==> src/rtl/cam_wr_addr_gen.sv <==
`timescale 1ns/1ps
// cam_wr_addr_gen: camera-side SDRAM burst write sequencer in the 133 MHz domain.
// Define CAM_FRAME_DROP_CNT_EN to add the saturating frame_drop_cnt overrun counter output.
module cam_wr_addr_gen #(
    parameter int BURST_LEN   = 256,
    parameter int FRAME_WORDS = 307200,
    parameter int BA_W        = 2,
    parameter int ROW_W       = 13,
    parameter int COL_W       = 9,
    parameter int FIFO_CNT_W  = 11,
    parameter bit VS_POL      = 1'b1
) (
    input  logic                        clk,
    input  logic                        rst_133,
    input  logic                        cam_vsync,
    input  logic [BA_W-1:0]             cam_bank,
    input  logic [FIFO_CNT_W-1:0]       fifo_rd_cnt,
    output logic                        wr_req,
    input  logic                        wr_ack,
    input  logic                        wr_done,
    output logic [BA_W+ROW_W+COL_W-1:0] wr_addr,
    output logic                        cam_frame_done,
    output logic                        wr_busy
`ifdef CAM_FRAME_DROP_CNT_EN
    ,
    output logic [7:0]                  frame_drop_cnt
`endif
);

    localparam int OFF_W      = ROW_W + COL_W;
    localparam int CNT_W      = OFF_W + 1;
    localparam int AW         = BA_W + OFF_W;
    localparam int FIFO_THR_W = FIFO_CNT_W + 1;

    localparam logic [CNT_W-1:0]      BURST_C  = CNT_W'(BURST_LEN);
    localparam logic [CNT_W-1:0]      FRAME_C  = CNT_W'(FRAME_WORDS);
    localparam logic [FIFO_THR_W-1:0] FIFO_THR = FIFO_THR_W'(BURST_LEN);

    typedef enum logic [2:0] {
        S_IDLE,
        S_ARM,
        S_WAIT,
        S_REQ,
        S_BUSY,
        S_DONE
    } state_t;

    state_t           state_q, state_d;
    logic [2:0]       vs_sync_q;
    logic             vs_evt_q, vs_evt_d;
    logic [CNT_W-1:0] offset_q, offset_d, offset_next;
    logic [BA_W-1:0]  bank_q, bank_d;
    logic             restart_q, restart_d;
    logic             req_q, req_d;
    logic [AW-1:0]    addr_q, addr_d;
    logic             done_q, done_d;
    logic             busy_q, busy_d;
    logic             fifo_ok, last_burst;

    // NOTE: the synchronizer resets to the active level so a vsync already held active
    // when reset releases is not mistaken for a fresh frame start.
    always_ff @(posedge clk or negedge rst_133) begin
        if (!rst_133) begin
            vs_sync_q <= {3{VS_POL}};
            vs_evt_q  <= 1'b0;
        end else begin
            vs_sync_q <= {vs_sync_q[1:0], cam_vsync};
            vs_evt_q  <= vs_evt_d;
        end
    end

    assign vs_evt_d    = (vs_sync_q[1] == VS_POL) && (vs_sync_q[2] != VS_POL);
    assign fifo_ok     = {1'b0, fifo_rd_cnt} >= FIFO_THR;
    assign offset_next = offset_q + BURST_C;
    assign last_burst  = (offset_next == FRAME_C);

    always_ff @(posedge clk or negedge rst_133) begin
        if (!rst_133) begin
            state_q   <= S_IDLE;
            offset_q  <= '0;
            bank_q    <= '0;
            restart_q <= 1'b0;
            req_q     <= 1'b0;
            addr_q    <= '0;
            done_q    <= 1'b0;
            busy_q    <= 1'b0;
        end else begin
            state_q   <= state_d;
            offset_q  <= offset_d;
            bank_q    <= bank_d;
            restart_q <= restart_d;
            req_q     <= req_d;
            addr_q    <= addr_d;
            done_q    <= done_d;
            busy_q    <= busy_d;
        end
    end

    // An overrun (vsync while a frame is in flight) never withdraws a posted request;
    // the pending burst finishes and the frame restarts from ARM.
    always_comb begin
        state_d = state_q;
        unique case (state_q)
            S_IDLE: if (vs_evt_q) state_d = S_ARM;
            S_ARM:  state_d = S_WAIT;
            S_WAIT: begin
                if (vs_evt_q)     state_d = S_ARM;
                else if (fifo_ok) state_d = S_REQ;
            end
            S_REQ:  if (wr_ack) state_d = S_BUSY;
            S_BUSY: begin
                if (wr_done) begin
                    if (restart_q || vs_evt_q) state_d = S_ARM;
                    else if (last_burst)       state_d = S_DONE;
                    else                       state_d = S_WAIT;
                end
            end
            S_DONE:  state_d = vs_evt_q ? S_ARM : S_IDLE;
            default: state_d = S_IDLE;
        endcase
    end

    // NOTE: every _d is given its hold value first so no path through the case infers a latch.
    always_comb begin
        offset_d  = offset_q;
        bank_d    = bank_q;
        restart_d = restart_q;
        addr_d    = addr_q;
        busy_d    = busy_q;
        req_d     = (state_d == S_REQ);
        done_d    = (state_d == S_DONE);
        unique case (state_q)
            S_ARM: begin
                bank_d    = cam_bank;
                offset_d  = '0;
                busy_d    = 1'b1;
                restart_d = 1'b0;
            end
            S_WAIT: begin
                if (state_d == S_REQ) addr_d = {bank_q, offset_q[OFF_W-1:0]};
            end
            S_REQ: begin
                if (vs_evt_q) restart_d = 1'b1;
            end
            S_BUSY: begin
                if (vs_evt_q) restart_d = 1'b1;
                if (wr_done)  offset_d  = offset_next;
            end
            S_DONE: busy_d = 1'b0;
            default: ;
        endcase
    end

    assign wr_req         = req_q;
    assign wr_addr        = addr_q;
    assign cam_frame_done = done_q;
    assign wr_busy        = busy_q;

`ifdef CAM_FRAME_DROP_CNT_EN
    logic [7:0] drop_q, drop_d;
    logic       abort;

    assign abort  = (state_q == S_WAIT && vs_evt_q) ||
                    (state_q == S_BUSY && wr_done && (restart_q || vs_evt_q));
    assign drop_d = (abort && drop_q != 8'hFF) ? drop_q + 8'd1 : drop_q;

    always_ff @(posedge clk or negedge rst_133) begin
        if (!rst_133) drop_q <= 8'd0;
        else          drop_q <= drop_d;
    end

    assign frame_drop_cnt = drop_q;
`endif

endmodule
==> config.mk <==
export PLATFORM = sky130hd
export DESIGN_NAME = cam_wr_addr_gen
export DESIGN_NICKNAME = d
export VERILOG_FILES = /design/src/rtl/cam_wr_addr_gen.sv
export SDC_FILE = /design/constraint.sdc
export NUM_CORES = 1
export LEC_CHECK = 0
export CORE_MARGIN = 8
export CORE_UTILIZATION = 52
export DETAILED_ROUTE_END_ITERATION = 12
export GPL_ROUTABILITY_DRIVEN = 0
export PLACE_DENSITY = 0.77
export SLEW_MARGIN = 20
export SYNTH_ARGS = -nofsm -noshare
export SYNTH_HDL_FRONTEND = slang
export SYNTH_SLANG_ARGS = --single-unit
==> constraint.sdc <==
create_clock -name clk -period 2.9 [get_ports clk]
set_clock_uncertainty 0.1 [all_clocks]
set_input_delay 0.58 -clock clk [delete_from_list [all_inputs] [get_ports clk]]
set_output_delay 0.58 -clock clk [all_outputs]
set_load 0.01 [all_outputs]
### Word level (Yosys, flattened, before mapping)

Cells that the tools add are included.

* flip-flop bits (word level): 60
* bits in latches: 0
* bits in writable memories: 0
* ROM bits: 0
* output and inout bits: 27
* memories: 0

* $add $sub $neg: 1
* multiply operators: 0
* div/mod/pow operators: 0
* $lt $le $gt $ge: 1
* equality and inequality tests: 10
* shifts and indexed selects: 0
* mux-type cells: 14
* bitwise operators: 1
* reduce and logical (&&, ||, !) cells: 10

Operators by type and width (count)
* one-hot mux 23 bit (2 select lines): 1
* adder 23 x 9 -> 23 bit (second input constant): 1
* equality test 23 x 19 -> 1 bit (second input constant): 1
* two-way mux 23 bit: 1
* two-way mux 3 bit: 7
* one-hot mux 3 bit (6 select lines): 1
* >= comparator 11 x 9 -> 1 bit (second input constant): 1
* equality test 3 x 2 -> 1 bit (second input constant): 3
* equality test 3 bit (second input constant): 3
* AND reduction 2 bit: 3
* nonzero test 2 bit: 3
* one-hot mux 1 bit (2 select lines): 2
* equality test 3 x 1 -> 1 bit (second input constant): 1
* logical NOT 3 bit: 1
* two-way mux 1 bit: 2
* inequality test 2 x 1 -> 1 bit (second input constant): 1
* inequality test 2 bit (second input constant): 1
* OR reduction 2 bit: 1
* logical AND 1 bit: 1
* logical OR 1 bit: 1
* NOT 1 bit: 1

### Logic depth before layout (Yosys ltp)

Gate-level depths: netlist of the first run.

* depth in word-level cells: 8
* gate-level depth with buffers: 7
* gate-level depth less buffers: 6

### Worst setup path after synthesis of the first run

No wires, ideal clock.

* path type: register -> register
* start point: register offset_q[8]
* end point: register done_q (netlist: cam_frame_done)
* setup time: 67 ps
* arrival time: 2141 ps
* slack: 592 ps
* stages on the path, launching flop included: 8
* period minus slack after synthesis: 2308 ps
* cells stage by stage: dfrtp_1 -> ha_1 -> buf_2 -> nor3b_1 -> a31oi_1 -> or4b_1 -> a2111o_1 -> and4bb_2

* cells in the longest elaborated chain, start to end: 7

RTL lines
* start, declared: RTL line 51 `logic [CNT_W-1:0] offset_q, offset_d, offset_next;`
* start signal, assigned: RTL line 89 `offset_q <= offset_d;`
* adder 23 x 9 -> 23 bit: RTL line 74 `assign offset_next = offset_q + BURST_C;`
* equality test 23 x 19 -> 1 bit: RTL line 75 `assign last_burst = (offset_next == FRAME_C);`
* two-way mux 3 bit: RTL line 114 `else if (last_burst) state_d = S_DONE;`
* two-way mux 3 bit: RTL line 113 `if (restart_q || vs_evt_q) state_d = S_ARM;`
* two-way mux 3 bit: RTL line 112 `if (wr_done) begin`
* one-hot mux 3 bit (6 select lines): RTL line 103 `unique case (state_q)`
* equality test 3 bit: RTL line 131 `done_d = (state_d == S_DONE);`
* via done_d: RTL line 56 `logic done_q, done_d;`
* end signal, assigned: RTL line 94 `done_q <= done_d;`
* end, declared: RTL line 56

The timed path passes the listed nets, and every way through them passes these cells.
A chain may end at the register's enable or synchronous reset.

### Final worst setup path of the first run

Same ends and word-level chain as after synthesis.

==> results of run 1 <==
[worst register-to-register path, stage by stage, from the launching register on]
cell	delay, ns
sky130_fd_sc_hd__dfrtp_1	0.48
sky130_fd_sc_hd__ha_1	0.35
sky130_fd_sc_hd__nor3b_1	0.21
sky130_fd_sc_hd__a31oi_1	0.06
sky130_fd_sc_hd__or4b_1	0.49
sky130_fd_sc_hd__a2111o_1	0.45
sky130_fd_sc_hd__and4bb_2	0.31
[Yosys cell counts (all sizes together), types with 3 or more instances]
cell type,count
nand3,11
and2,3
a31oi,3
dfrtp,41
clkbuf,11
dfstp,3
and3,3
o211ai,3
nand4,7
nand2,23
nor3,8
nor2,14
inv,3
buf,16
o31ai,5
mux2,15
xor2,3
a21oi,6
o21ai,23
[layout make-up]
class | instances | area [um2] | area share
repair buffers | 33 | 313 | 0.115
well taps | 52 | 65.1 | 0.0239
multi-input cells | 171 | 1100 | 0.403
clock inverters | 2 | 60.1 | 0.0221
inverters | 3 | 11.3 | 0.00414
clock buffers | 5 | 68.8 | 0.0253
flip-flops and latches | 44 | 1100 | 0.406
[flip-flops by register name (all words and copies together), names as in the netlist]
signal	cells
bank_q	2
cam_frame_done	1
offset_q	15
restart_q	1
state_q	3
vs_evt_q	1
vs_sync_q	3
wr_addr	16
wr_busy	1
wr_req	1
[power breakdown]
group,internal [W],switching [W]
Clock,0.000339,0.000207
Combinational,0.000223,0.000235
Sequential,0.000694,0.0000920
Total,0.00126,0.000534
[per-layer routing]
layer	global-route usage	part of all wire	vias up
met5	0	0	-
met4	0.0597	0.021	0
met3	0.0449	0.052	10
met2	0.212	0.45	56
met1	0.187	0.48	879
li1	-	-	882
[worst max path at each step]
stage / startpoint / to / slack (ns) / cells past startpoint
floorplan: offset_q[8]$_DFFE_PN0P_ / cam_frame_done$_DFF_PN0_ / 0.59 / 7
global placement: offset_q[8]$_DFFE_PN0P_ / cam_frame_done$_DFF_PN0_ / 0.47 / 6
detailed placement: offset_q[8]$_DFFE_PN0P_ / state_q[0]$_DFF_PN0_ / 0.41 / 6
CTS: offset_q[8]$_DFFE_PN0P_ / cam_frame_done$_DFF_PN0_ / 0.39 / 6
global route: offset_q[8]$_DFFE_PN0P_ / state_q[0]$_DFF_PN0_ / 0.24 / 6
finish: offset_q[8]$_DFFE_PN0P_ / cam_frame_done$_DFF_PN0_ / 0.39 / 6
[per-stage QoR]
| step | hold slack, ns | utilization | std cells |
|---|---|---|---|
| after floorplan | 0.184 | - | 246 |
| after global routing | 0.265 | 0.620 | 310 |
| final | 0.261 | 0.620 | 310 |
| after CTS | 0.261 | 0.620 | 310 |
| after global placement | 0.249 | 0.591 | 303 |
| after detailed placement | 0.250 | 0.591 | 303 |
[kinds of logic after synthesis]
kind of cell / after synthesis
adders and majority gates: 2
other: 1
AOI/OAI and AO/OA: 52
muxes: 17
DFF: 44
xor gates and xnor gates: 5
and+or+nand+nor: 87
buffers and inverters: 31
==> results_tabular.tex, run 1 <==
\begin{tabular}{lr}
\hline
Metric & Value \\
\hline
\multicolumn{2}{l}{\textbf{Outcome}} \\
\quad Status & complete, no violations \\
\multicolumn{2}{l}{\textbf{Hold path}} \\
\quad Start point of the worst min-delay path & vs\_sync\_q[0]\$\_DFF\_PN1\_ \\
\quad Hold Path Sink & vs\_sync\_q[1]\$\_DFF\_PN1\_ \\
\quad Worst hold path class & reg -> reg \\
\quad Worst hold path cell count & 0 \\
\multicolumn{2}{l}{\textbf{STA}} \\
\quad Slew at the pin closest to its max-slew limit & 0.952 ns \\
\quad TNS Setup & 0 ns \\
\quad Max Freq & 0.399 GHz \\
\quad Share of the clock period used by the worst path & 0.865 \\
\quad Final critical-path required period & 2.51 ns \\
\quad Final Hold Viols & 0 \\
\quad Worst-case setup margin in the final layout & 0.391 ns \\
\quad Normalized max-slew margin & 0.365 \\
\quad Total count of max-transition violations in the final report & 0 \\
\quad Final number of setup-violating endpoints & 0 \\
\quad Unrepaired setup endpoints after global routing & false \\
\multicolumn{2}{l}{\textbf{Yosys}} \\
\quad Mux contribution to synthesized area & 0.0796 \\
\quad Dominant register cell in the synthesized netlist & sky130\_fd\_sc\_hd\_\_dfrtp\_1 \\
\quad Share of the synthesized area in compound gates (AO/OA/AOI/OAI) & 0.141 \\
\quad Mapped Avg Cell Area & 9.93 um2 \\
\quad Post-synthesis sequential area ratio & 0.465 \\
\quad Area contributors post-synth & sky130\_fd\_sc\_hd\_\_dfrtp\_1, sky130\_fd\_sc\_hd\_\_mux2\_2, sky130\_fd\_sc\_hd\_\_o21ai\_0 \\
\quad Post-Synth XOR/XNOR Area & 0.0185 \\
\quad Library cells used by synthesis & 53 \\
\quad Async set or reset register ratio after synthesis & 1.00 \\
\quad Yosys synthesis warning count & 0 \\
\quad Largest area contributor in the synthesized netlist & sky130\_fd\_sc\_hd\_\_dfrtp\_1 \\
\quad Post-synthesis share of cell area spent on full adders, half adders and majority gates & 0.0105 \\
\quad \#FFs+latches synth & 44 \\
\quad Number of instances in the synthesized netlist & 239 \\
\quad Post-synthesis share of cell area spent on and, or, nand and nor gates & 0.200 \\
\quad Dominant combinational cell family by area after synthesis & simple AND/OR/NAND/NOR gates \\
\quad Area fraction of the dominant cell type after synthesis & 0.432 \\
\quad Netlist area before placement & 0.00237 mm2 \\
\quad Number of flops mapped to enable cells by yosys & 0 \\
\multicolumn{2}{l}{\textbf{Drt}} \\
\quad Vias per Instance & 5.89 \\
\quad Drt total wl & roughly 5000 um \\
\quad Drt drc & 0 \\
\quad Routed length per instance & 16.0 um \\
\quad Router iterations before antenna repair & 4 \\
\quad Routed via count & $\sim$1800 \\
\quad Number of routed nets with antenna violations & 0 \\
\quad Violation count after the first detailed-routing iteration & about 170 \\
\multicolumn{2}{l}{\textbf{Power and ir drop}} \\
\quad Leakage dissipation & 1.17 nW \\
\quad Post-route total power & 0.00179 W \\
\quad Worst voltage drop across the vdd grid & around 0.41 mV \\
\quad Power density over cell area & 658 mW/mm2 \\
\multicolumn{2}{l}{\textbf{Run}} \\
\quad Maxcap violations & 0 \\
\multicolumn{2}{l}{\textbf{Worst setup path}} \\
\quad Arrival time at the worst endpoint & about 2.7 ns \\
\quad R2R depth & 6 \\
\quad Combined buffer and inverter count along the critical path & 0 \\
\quad Critical path's slowest cell & sky130\_fd\_sc\_hd\_\_or4b\_1 \\
\quad Reg-to-reg slack, setup & 0.39 ns \\
\quad Crit Path Class & reg -> reg \\
\quad Crit path largest cell delay & 0.49 ns \\
\quad Crit Reg-Reg Startpoint & offset\_q[8]\$\_DFFE\_PN0P\_ \\
\quad Worst endpoint required time & between 3 and 4 ns \\
\quad Worst reg2reg endpoint & cam\_frame\_done\$\_DFF\_PN0\_ \\
\quad Launching element type of the critical path & flop \\
\quad Cell family with the largest share of critical-path delay & simple AND/OR/NAND/NOR gates \\
\quad Max FO, Critical Path & 9 \\
\quad Critical-path cell list & ha\_1 -> nor3b\_1 -> a31oi\_1 -> or4b\_1 -> a2111o\_1 -> and4bb\_2 \\
\quad Nature of the critical path endpoint & flop \\
\multicolumn{2}{l}{\textbf{Floorplanning}} \\
\quad Overall die width & 83.6 um \\
\quad Floorplan die height & 83.6 um \\
\quad Number of top-level pins & 45 \\
\quad Total die area & about 0.0070 mm2 \\
\quad Placeable core area & 0.00438 mm2 \\
\quad Initial cell density of the core & 0.541 \\
\quad Site Rows & 24 \\
\multicolumn{2}{l}{\textbf{Layout}} \\
\quad Fill count & 366 \\
\quad Most used cells in the layout excluding fill and tap cells & sky130\_fd\_sc\_hd\_\_dfrtp\_1, sky130\_fd\_sc\_hd\_\_clkdlybuf4s50\_1, sky130\_fd\_sc\_hd\_\_nand2\_1, sky130\_fd\_sc\_hd\_\_o21ai\_0, sky130\_fd\_sc\_hd\_\_mux2\_2 \\
\quad Share of final-layout standard cells stronger than drive strength 1 & 0.147 \\
\quad Most common cell after layout, fill and taps aside & sky130\_fd\_sc\_hd\_\_dfrtp\_1 \\
\quad Number of nets in the finished design & roughly 280 \\
\quad Number of antenna cells inserted & 0 \\
\quad Growth of design area from synthesis to finish & 14.6\% \\
\quad Non-Filler Cell Area, Final & 0.00272 mm2 \\
\multicolumn{2}{l}{\textbf{Clock network}} \\
\quad Longest Clk Path Bufs & 2 \\
\quad Post-CTS Hold Fix Bufs & 0 \\
\quad Clock sink count & 44 \\
\quad Clock transition at the register clock pins on the worst setup and hold paths after CTS & 0.08 ns \\
\quad Worst skew pair latency & approximately 0.29 ns \\
\quad Setup repair bufs after CTS & 0 \\
\quad Number of buffers added by the clock tree synthesis step & 5 \\
\quad Clock tree root buffer cell & sky130\_fd\_sc\_hd\_\_clkbuf\_8 \\
\quad Post-cts repair resize count & 0 \\
\quad Number of H-tree levels & 2 \\
\quad Clock tree from TritonCTS & yes \\
\multicolumn{2}{l}{\textbf{Global routing}} \\
\quad Via count of the first global-routing pass & 1746 \\
\quad Total global-route track usage & 0.143 \\
\quad Largest net degree at the start of global routing & between 40 and 50 \\
\quad Overflow after GRT & 0 \\
\quad Wire length of the first global-routing pass & about 8400 um \\
\quad Antenna violations before repair & 0 \\
\multicolumn{2}{l}{\textbf{Placed design}} \\
\quad Worst slack at placement & 0.406 ns \\
\quad Cell area after placement & 0.00259 mm2 \\
\quad Number of port buffers & 28 \\
\quad Detailed Place HPWL & 3440 um \\
\hline
\end{tabular}
No activity file was read; power rests on OpenSTA's default activity.
==> run 2: changes to the inputs <==
- CTS_CLUSTER_DIAMETER: unset -> 50
==> results of run 2 <==
The final DEF is identical to that of run 1; final timing and power are the same.
